## config.mk

```make
export PLATFORM = sky130hd
export DESIGN_NAME = answer_judge
export DESIGN_NICKNAME = d
export VERILOG_FILES = /design/src/rtl/answer_judge.sv
export SDC_FILE = /design/constraint.sdc
export NUM_CORES = 1
export LEC_CHECK = 0
export ABC_AREA = 1
export CAP_MARGIN = 15
export CORE_MARGIN = 4
export CORE_UTILIZATION = 58
export DETAILED_ROUTE_END_ITERATION = 6
export GPL_ROUTABILITY_DRIVEN = 0
export PLACE_DENSITY = 0.76
export RECOVER_POWER = 25
export SLEW_MARGIN = 20
export SYNTH_ARGS = -nofsm -noshare
export SYNTH_HDL_FRONTEND = slang
export SYNTH_SLANG_ARGS = --single-unit
```

## constraint.sdc

```tcl
create_clock -name clk -period 4.9 [get_ports clk]
set_input_delay 0.735 -clock clk [delete_from_list [all_inputs] [get_ports clk]]
set_output_delay 0.735 -clock clk [all_outputs]
set_load 0.01 [all_outputs]
```

## src/rtl/answer_judge.sv

```systemverilog
// rtl/answer_judge.sv - memory-game round controller: shows a 4-symbol LFSR sequence, then judges button presses.
module answer_judge #(
  parameter int SHOW_CYCLES    = 50_000_000,
  parameter int TIMEOUT_CYCLES = 250_000_000
) (
  input  logic       clk,
  input  logic       reset,
  input  logic       start,
  input  logic [3:0] btn,
  output logic [1:0] target_sym,
  output logic       show_valid,
  output logic       busy,
  output logic [2:0] step,
  output logic       is_correct,
  output logic       is_wrong
);

  localparam int SW = (SHOW_CYCLES > 1) ? $clog2(SHOW_CYCLES) : 1;
  localparam int TW = (TIMEOUT_CYCLES > 1) ? $clog2(TIMEOUT_CYCLES) : 1;
  localparam logic [SW-1:0] SHOW_LAST = SW'(SHOW_CYCLES - 1);
  localparam logic [TW-1:0] TIME_LAST = TW'(TIMEOUT_CYCLES - 1);

  typedef enum logic [1:0] {
    ST_IDLE  = 2'd0,
    ST_SHOW  = 2'd1,
    ST_INPUT = 2'd2
  } state_t;

  state_t        state_q, state_d;
  logic [7:0]    lfsr_q, lfsr_d;
  logic [7:0]    seq_q, seq_d;
  logic [3:0]    btn_q;
  logic [2:0]    step_q, step_d;
  logic [1:0]    sym_idx_q, sym_idx_d;
  logic [SW-1:0] show_cnt_q, show_cnt_d;
  logic [TW-1:0] timer_q, timer_d;
  logic [1:0]    target_sym_q, target_sym_d;
  logic          show_valid_q, show_valid_d;
  logic          busy_q, busy_d;
  logic          is_correct_q, is_correct_d;
  logic          is_wrong_q, is_wrong_d;

  logic       press;
  logic       press_ok;
  logic [1:0] expect_sym;

  // A press is a rising edge of "any button down"; a held button never re-triggers.
  assign press      = (btn != 4'b0000) && (btn_q == 4'b0000);
  assign expect_sym = seq_q[{step_q[1:0], 1'b0} +: 2];
  assign press_ok   = (btn == (4'b0001 << expect_sym));

  assign lfsr_d = {lfsr_q[6:0], lfsr_q[7] ^ lfsr_q[5] ^ lfsr_q[4] ^ lfsr_q[3]};

  always_comb begin
    state_d      = state_q;
    seq_d        = seq_q;
    step_d       = step_q;
    sym_idx_d    = sym_idx_q;
    show_cnt_d   = show_cnt_q;
    timer_d      = timer_q;
    is_correct_d = 1'b0;
    is_wrong_d   = 1'b0;

    case (state_q)
      ST_IDLE: begin
        if (start) begin
          state_d    = ST_SHOW;
          seq_d      = lfsr_q;
          step_d     = 3'd0;
          sym_idx_d  = 2'd0;
          show_cnt_d = '0;
          timer_d    = '0;
        end
      end
      ST_SHOW: begin
        if (show_cnt_q == SHOW_LAST) begin
          show_cnt_d = '0;
          if (sym_idx_q == 2'd3) begin
            state_d = ST_INPUT;
            timer_d = '0;
          end else begin
            sym_idx_d = sym_idx_q + 2'd1;
          end
        end else begin
          show_cnt_d = show_cnt_q + SW'(1);
        end
      end
      ST_INPUT: begin
        // A press on the expiry cycle is judged normally and beats the timeout.
        if (press) begin
          if (press_ok) begin
            step_d  = step_q + 3'd1;
            timer_d = '0;
            if (step_q == 3'd3) begin
              state_d      = ST_IDLE;
              is_correct_d = 1'b1;
            end
          end else begin
            state_d    = ST_IDLE;
            is_wrong_d = 1'b1;
          end
        end else if (timer_q == TIME_LAST) begin
          state_d    = ST_IDLE;
          is_wrong_d = 1'b1;
        end else begin
          timer_d = timer_q + TW'(1);
        end
      end
      default: state_d = ST_IDLE;
    endcase

    show_valid_d = (state_d == ST_SHOW);
    busy_d       = (state_d != ST_IDLE);
    target_sym_d = show_valid_d ? seq_d[{sym_idx_d, 1'b0} +: 2] : 2'd0;
  end

  always_ff @(posedge clk or negedge reset) begin
    if (!reset) begin
      state_q      <= ST_IDLE;
      lfsr_q       <= 8'hA5;
      seq_q        <= 8'h00;
      btn_q        <= 4'b0000;
      step_q       <= 3'd0;
      sym_idx_q    <= 2'd0;
      show_cnt_q   <= '0;
      timer_q      <= '0;
      target_sym_q <= 2'd0;
      show_valid_q <= 1'b0;
      busy_q       <= 1'b0;
      is_correct_q <= 1'b0;
      is_wrong_q   <= 1'b0;
    end else begin
      state_q      <= state_d;
      lfsr_q       <= lfsr_d;
      seq_q        <= seq_d;
      btn_q        <= btn;
      step_q       <= step_d;
      sym_idx_q    <= sym_idx_d;
      show_cnt_q   <= show_cnt_d;
      timer_q      <= timer_d;
      target_sym_q <= target_sym_d;
      show_valid_q <= show_valid_d;
      busy_q       <= busy_d;
      is_correct_q <= is_correct_d;
      is_wrong_q   <= is_wrong_d;
    end
  end

  assign target_sym = target_sym_q;
  assign show_valid = show_valid_q;
  assign busy       = busy_q;
  assign step       = step_q;
  assign is_correct = is_correct_q;
  assign is_wrong   = is_wrong_q;

endmodule

```

==> impl_results.md, run 1 <==
- Clk pin slew, worst setup/hold paths: roughly 0.1 ns
- Area of the multi-input gates: between 0.002 and 0.003 mm^2
- Setup CP Type: reg -> reg
- CTS tree: yes
- Clk buf depth: 2
- Critical path arrival: 3.42 ns
- CP max stage cell: nor2_2
- Area delta synth->final: 7.78%
- FP Rows: 34
- Critical Path Sink Type: register
- Top cell type's share of synthesized area: 0.396
- Hold-fix buffer count after cts: 0
- Leading area contributor after synthesis: dfrtp_1
- Largest cells by area after synthesis: dfrtp_1, nand2_1, nand3_1
- Iteration-0 DRC Markers: between 300 and 400
- CP bufs+invs: 2
- Clock Sink Count: 87
- Total routed wirelength: 12.4 mm
- Switching share of power: 0.332
- Layout cells sized above 1: 0.0874
- Pwr Density: ~300 mW/mm^2
- GRT Overall Usage: 0.251
- Critical R2R Launch: state_q[1]
- Leakage power: around 2.5 nW
- Chip height: slightly above 100 um
- Sequential fraction of design power: 0.512
- Count of final setup violators: 0
- First-pass GRT wire length: about 21 mm
- Post-CTS sizing: 0
- Post-route ant nets: 0
- Drc violations: 0
- Clock power share: 0.302
- Net Switching: around 0.00056 W
- Cell-internal power: around 0.0011 W
- CP top delay family: simple AND/OR/NAND/NOR gates
- Post-synth ARST share: 1.00
- Tmin final: between 3 and 4 ns
- CTS buffer count: 9
- Die X: between 100 and 150 um
- Synth Area per Inst: around 7.4 um^2
- Total gr overflow: 0
- Worst-path maximum fanout: 28
- Setup TNS: 0 ns
- Gate power share: 0.186
- Fin Hold WS: 0.391 ns
- Max incr delay on CP: roughly 0.6 ns
- Post-synth EDFFs: 0
- Post-DP HPWL: between 8 and 9 mm
- Depth of the most critical reg-to-reg path: 8
- Wire per inst: around 15 um
- Vias in the first global route: between 4,000 and 5,000
- Flop2flop setup slack: between 1.5 and 2 ns
- WP data required: approximately 5.2 ns
- Critical Path Stages: 8
- Synthesized area: between 0.005 and 0.006 mm^2
- Syn Nets: just over 700
- Final Hold Violating Endpoints: 0
- Seq/Total Area, Yosys: 0.416
- Final Max Slew Viols: 0
- Max-slew headroom: 0.488
- RSZ-0062 raised after global routing: no
- Crit path cell chain: inv_1 > nor2_2 > inv_1 > nor2_2 > nand4_4 > nand3_4 > nand2_1 > nand2_1
- Setup crit start: state_q[1]
- Setup bufs post-CTS: 0
- Period utilisation layout: 0.638
- Clock root buffer: clkbuf_8
- H-tree levels: 3
- Synth cell types: 39
- Largest net degree at the start of global routing: 88
- Die Area: around 0.011 mm^2
- Final Skew: ~0.019 ns
- Fill cells: between 700 and 800
- Post-Synthesis Cells: a little over 700
- Initial antenna violation count: 0
- IO Port Bufs: 15
- Dominant synthesized flop cell: dfrtp_1
- Nets: between 700 and 800
- Via Count: 4,841
- Outcome: finished, final reports clean
- Setup crit end: timer_q[11]
- Register area: about 0.0022 mm^2
- Core Area: 0.00876 mm^2
- Pre-antenna DRT Iters: 6
- Max-cap violations: 0
- Synth warnings: 0
- Startpoint Class: register
- Worst r2r dst: timer_q[11]
- Initial Utilization: 0.598
- Yosys reg bits: 87
- Hold Crit Class: reg -> reg
- Slew at the pin with the worst max-slew slack: ~0.77 ns
- Worst skew pair latency: between 0.3 and 0.4 ns
- Achievable clock frequency: 0.320 GHz
- Worst-case vdd ir drop: around 0.22 mV
- Vias per cell: between 5 and 6
- Number of inserted diodes: 0
- IO Pins: 16
cell usage after synthesis, types with 3 or more instances:
cell	number
ha_1	4
dfstp_2	4
nor3b_1	3
nand2_1	183
inv_1	80
inv_2	3
a21oi_1	3
nor2_1	82
o22ai_1	10
buf_2	5
nand4_1	39
dfrtp_1	83
nor4_1	3
clkbuf_1	7
nand3_1	62
nor3_2	3
nor3_1	25
o21ai_0	31
xnor2_1	7
xor2_1	21
nor4_2	3
nand2_2	14
or2_2	10
layer usage:
metal	wire, um	GRT usage	vias to the layer above
met3	928	0.0440	13
li1	-	-	2331
met5	0	0	-
met4	118	0.0598	0
met2	5730	0.388	209
met1	5660	0.371	2288
power groups by stage:
stage / Combinational [W] / Sequential, W / Clock, W
after floorplan: 0.000216 / 0.000865 / 0
final: 0.000313 / 0.000863 / 0.000509
after CTS: 0.000313 / 0.000861 / 0.000521
after global routing: 0.000353 / 0.000876 / 0.000553
after global placement: 0.000294 / 0.000871 / 0
after detailed placement: 0.000308 / 0.000874 / 0
layout by cell type, fill, tap and decap left out, types with 14 or more instances in the layout:
master   synthesis  routed
nand2_1        183     183
nand4_1         39      39
o21ai_0         31      31
nor3_1          25      25
inv_1           80      80
xor2_1          21      21
nor2_1          82      82
nand2_2         14      14
dfrtp_1         83      83
nand3_1         62      62
layout make-up:
class | count | area share
multi-input combinational | 519 | 0.470
sequential | 87 | 0.386
inverter | 83 | 0.0551
timing repair buffer | 16 | 0.0281
tap | 108 | 0.0239
clock buffer | 9 | 0.0219
clock inverter | 7 | 0.0153
through the flow:
step                utilization  instances  total power [W]  worst slack [ns]  cell area, um^2
floorplan                     -        705          0.00108              2.91             5240
global placement          0.621        813          0.00117              1.86             5440
detailed placement        0.621        813          0.00118              1.77             5440
CTS                       0.644        829          0.00170              1.80             5650
global route              0.645        829          0.00178              1.55             5650
finish                    0.645        829          0.00168              1.77             5650
cells by family after synthesis:
| logic type | synth area share |
|---|---|
| and+or+nand+nor | 0.396 |
| buffers and inverters | 0.0778 |
| DFF | 0.416 |
| AOI/OAI and AO/OA | 0.0542 |
| xor gates and xnor gates | 0.0468 |
| adders and majority gates | 0.00954 |
worst min-delay path by stage:
stage / slack (ns) / endpoint / cells after the start / start
final: 0.39 / lfsr_q[7] / 0 / lfsr_q[6]
after detailed placement: 0.36 / lfsr_q[7] / 0 / lfsr_q[6]
after global placement: 0.37 / lfsr_q[7] / 0 / lfsr_q[6]
after floorplan: 0.35 / lfsr_q[2] / 0 / lfsr_q[1]
after CTS: 0.40 / lfsr_q[7] / 0 / lfsr_q[6]
after global routing: 0.40 / lfsr_q[7] / 0 / lfsr_q[6]
registers in the layout, indices dropped and copies added, names as in the netlist:
name,cells
timer_q,28
show_cnt_q,26
lfsr_q,8
seq_q,8
btn_q,4
step,3
state_q,2
sym_idx_q,2
target_sym,2
busy,1
is_correct,1
is_wrong,1
show_valid,1
No activity file was read; power rests on OpenSTA's default activity.
==> run 2: changes to the inputs <==
clock period = 2.9 ns   (was 4.9 ns; I/O delays follow)
==> impl_results.md, run 2 (synthesis gave the netlist of run 1 again) <==
- Setup TNS: 0 ns (unchanged)
- Crit path cell chain: inv_2 > nand2_1 > nand3_1 > nand2_2 > o21ai_0 > nand2_1 > nor2_1 > nand2_1 > nand3_4 > nand3_4 > nand2_1 > nand2_1
- Achievable clock frequency: 0.423 GHz (+32%)
- Dpl ws: 0.00767 ns (-1.76 ns)
- Nets: 735 (+1.1%)
- Worst skew pair latency: 0.37 ns (about the same)
- Fin Hold WS: 0.0404 ns (-0.351 ns)
- FP Rows: 34 (unchanged)
- H-tree levels: 3 (unchanged)
- Setup crit start: step[0]
- Vias per cell: 5.80 (-0.65%)
- Largest net degree at the start of global routing: 48 (-45%)
- Setup bufs post-CTS: 0 (unchanged)
- Final Skew: 0.0142 ns (-0.00445 ns)
- CTS buffer count: 9 (unchanged)
- Worst-path maximum fanout: 28 (unchanged)
- Commonest non-fill, non-tap cell in the layout: nand2_1
- Post-DP HPWL: 9.09 mm (+3.1%)
- Clk buf depth: 2 (unchanged)
- Startpoint Class: register
- Sequential fraction of design power: 0.508 (-0.004)
- Final Hold Violating Endpoints: 0 (unchanged)
- Initial Utilization: 0.598 (unchanged)
- Largest regs: timer_q x28, show_cnt_q x26
- GRT Overall Usage: 0.258 (+0.00680)
- Slew at the pin with the worst max-slew slack: 0.673 ns (-0.0936 ns)
- WP data required: 3.16 ns (-2.03 ns)
- Flop2flop setup slack: 0.54 ns (-1.24 ns)
- Max incr delay on CP: 0.49 ns (-0.11 ns)
- Final worst slack: 0.536 ns (-1.24 ns)
- Setup CP Type: reg -> reg
- Clock Sink Count: 87 (unchanged)
- Clk pin slew, worst setup/hold paths: 0.11 ns (about the same)
- Core Area: 0.00876 mm^2 (unchanged)
- Most frequent cells in the layout: nand2_1, dfrtp_1, nor2_1, inv_1, nand3_1
- Switching share of power: 0.336 (+0.00308)
- Largest register FFs: 28 (unchanged)
- Vias in the first global route: 4,565 (+2.1%)
- Leakage power: 2.54 nW (+1.4%)
- Initial antenna violation count: 0 (unchanged)
- IO Pins: 16 (unchanged)
- CTS tree: yes
- Pre-antenna DRT Iters: 6 (unchanged)
- Area delta synth->final: 8.95%
- Final core occ: 0.652 (+0.00700)
- Setup crit end: timer_q[0]
- Hold-fix buffer count after cts: 0 (unchanged)
- Final Cell Area: 0.00571 mm^2 (+1.1%)
- Wire per inst: 15.1 um (+0.36%)
- Worst r2r dst: timer_q[0]
- Max-slew headroom: 0.551 (+0.0625)
- Gate power share: 0.189 (+0.003)
- Hold Crit Class: in -> async
- CP max stage cell: dfrtp_1
- Clock root buffer: clkbuf_8
- Critical Path Sink Type: register
- Depth of the most critical reg-to-reg path: 12 (+4)
- Clock power share: 0.303 (about the same)
- Layout cells sized above 1: 0.103 (+0.0155)
- IO Port Bufs: 15 (unchanged)
- Outcome: finished, final reports clean
- Max-cap violations: 0 (unchanged)
- Register with the most flip-flops: timer_q
- Worst-case vdd ir drop: 0.380 mV (+71%)
- Critical R2R Launch: step[0]
- First-pass GRT wire length: 21.6 mm (+1.5%)
- Post-CTS sizing: 0 (unchanged)
- Via Count: 4,856 (+0.31%)
- Count of final setup violators: 0 (unchanged)
- Net Switching: 0.000964 W (+72%)
- Crit path top cell by count: nand2_1
- Critical path arrival: 2.62 ns (-0.80 ns)
- Area after DPL: 0.00550 mm^2 (+1.1%)
- Post-route ant nets: 0 (unchanged)
- Die X: 103 um (unchanged)
- Die Area: 0.0106 mm^2 (unchanged)
- Total gr overflow: 0 (unchanged)
- Drc violations: 0 (unchanged)
- RSZ-0062 raised after global routing: no
- Cell-internal power: 0.00191 W (+70%)
- Tmin final: 2.36 ns (-0.764 ns)
- Number of inserted diodes: 0 (unchanged)
- Pwr Density: 503 mW/mm^2 (+69%)
- Period utilisation layout: 0.815 (+0.177)
- Chip height: 103 um (unchanged)
- Iteration-0 DRC Markers: 343 (-13%)
- Final Max Slew Viols: 0 (unchanged)
- Total routed wirelength: 12.6 mm (+1.3%)
==> run 2: power groups by stage <==
stage | logic [W] | registers (W) | clock network [W]
final | 0.000542 | 0.00146 | 0.000871
after floorplan | 0.000366 | 0.00146 | 0
after global placement | 0.000505 | 0.00147 | 0
after global routing | 0.000611 | 0.00148 | 0.000939
after detailed placement | 0.000531 | 0.00148 | 0
after CTS | 0.000539 | 0.00145 | 0.000885
==> run 2: worst max-delay path: cells and delay by family, from the launching register on <==
family / cells / cell delay, ns
flip-flops: 1 / 0.49
AND/OR/NAND/NOR: 10 / 1.44
buffers and inverters: 1 / 0.13
AO/OA/AOI/OAI: 1 / 0.19
==> run 2: routing by layer <==
layer	routed length, um	up-vias	global-route usage
met5	0	-	0
met4	248	0	0.0996
met3	894	22	0.0298
met2	5700	212	0.396
met1	5760	2279	0.376
li1	-	2343	-
==> run 2: area by class of cell <==
cell class / count / area [um^2]
Fill cell: 762 / 3050
Multi-Input combinational cell: 519 / 2660
Sequential cell: 87 / 2180
Inverter: 83 / 312
Timing Repair Buffer: 24 / 215
Tap cell: 108 / 135
Clock buffer: 9 / 124
Clock inverter: 7 / 88.8
==> run 2: per-stage QoR <==
stage	std cells	power, W
after floorplan	705	0.00183
after global placement	821	0.00198
after detailed placement	821	0.00201
after CTS	837	0.00288
after global routing	837	0.00303
final	837	0.00287
==> run 2: how the worst min path moves through the flow <==
stage / start / to / depth (start not counted)
finish: reset / show_cnt_q[12] / 1
global route: reset / show_cnt_q[13] / 1
CTS: reset / show_cnt_q[13] / 1
detailed placement: lfsr_q[1] / lfsr_q[2] / 0
global placement: lfsr_q[6] / lfsr_q[7] / 0
floorplan: reset / btn_q[0] / 0
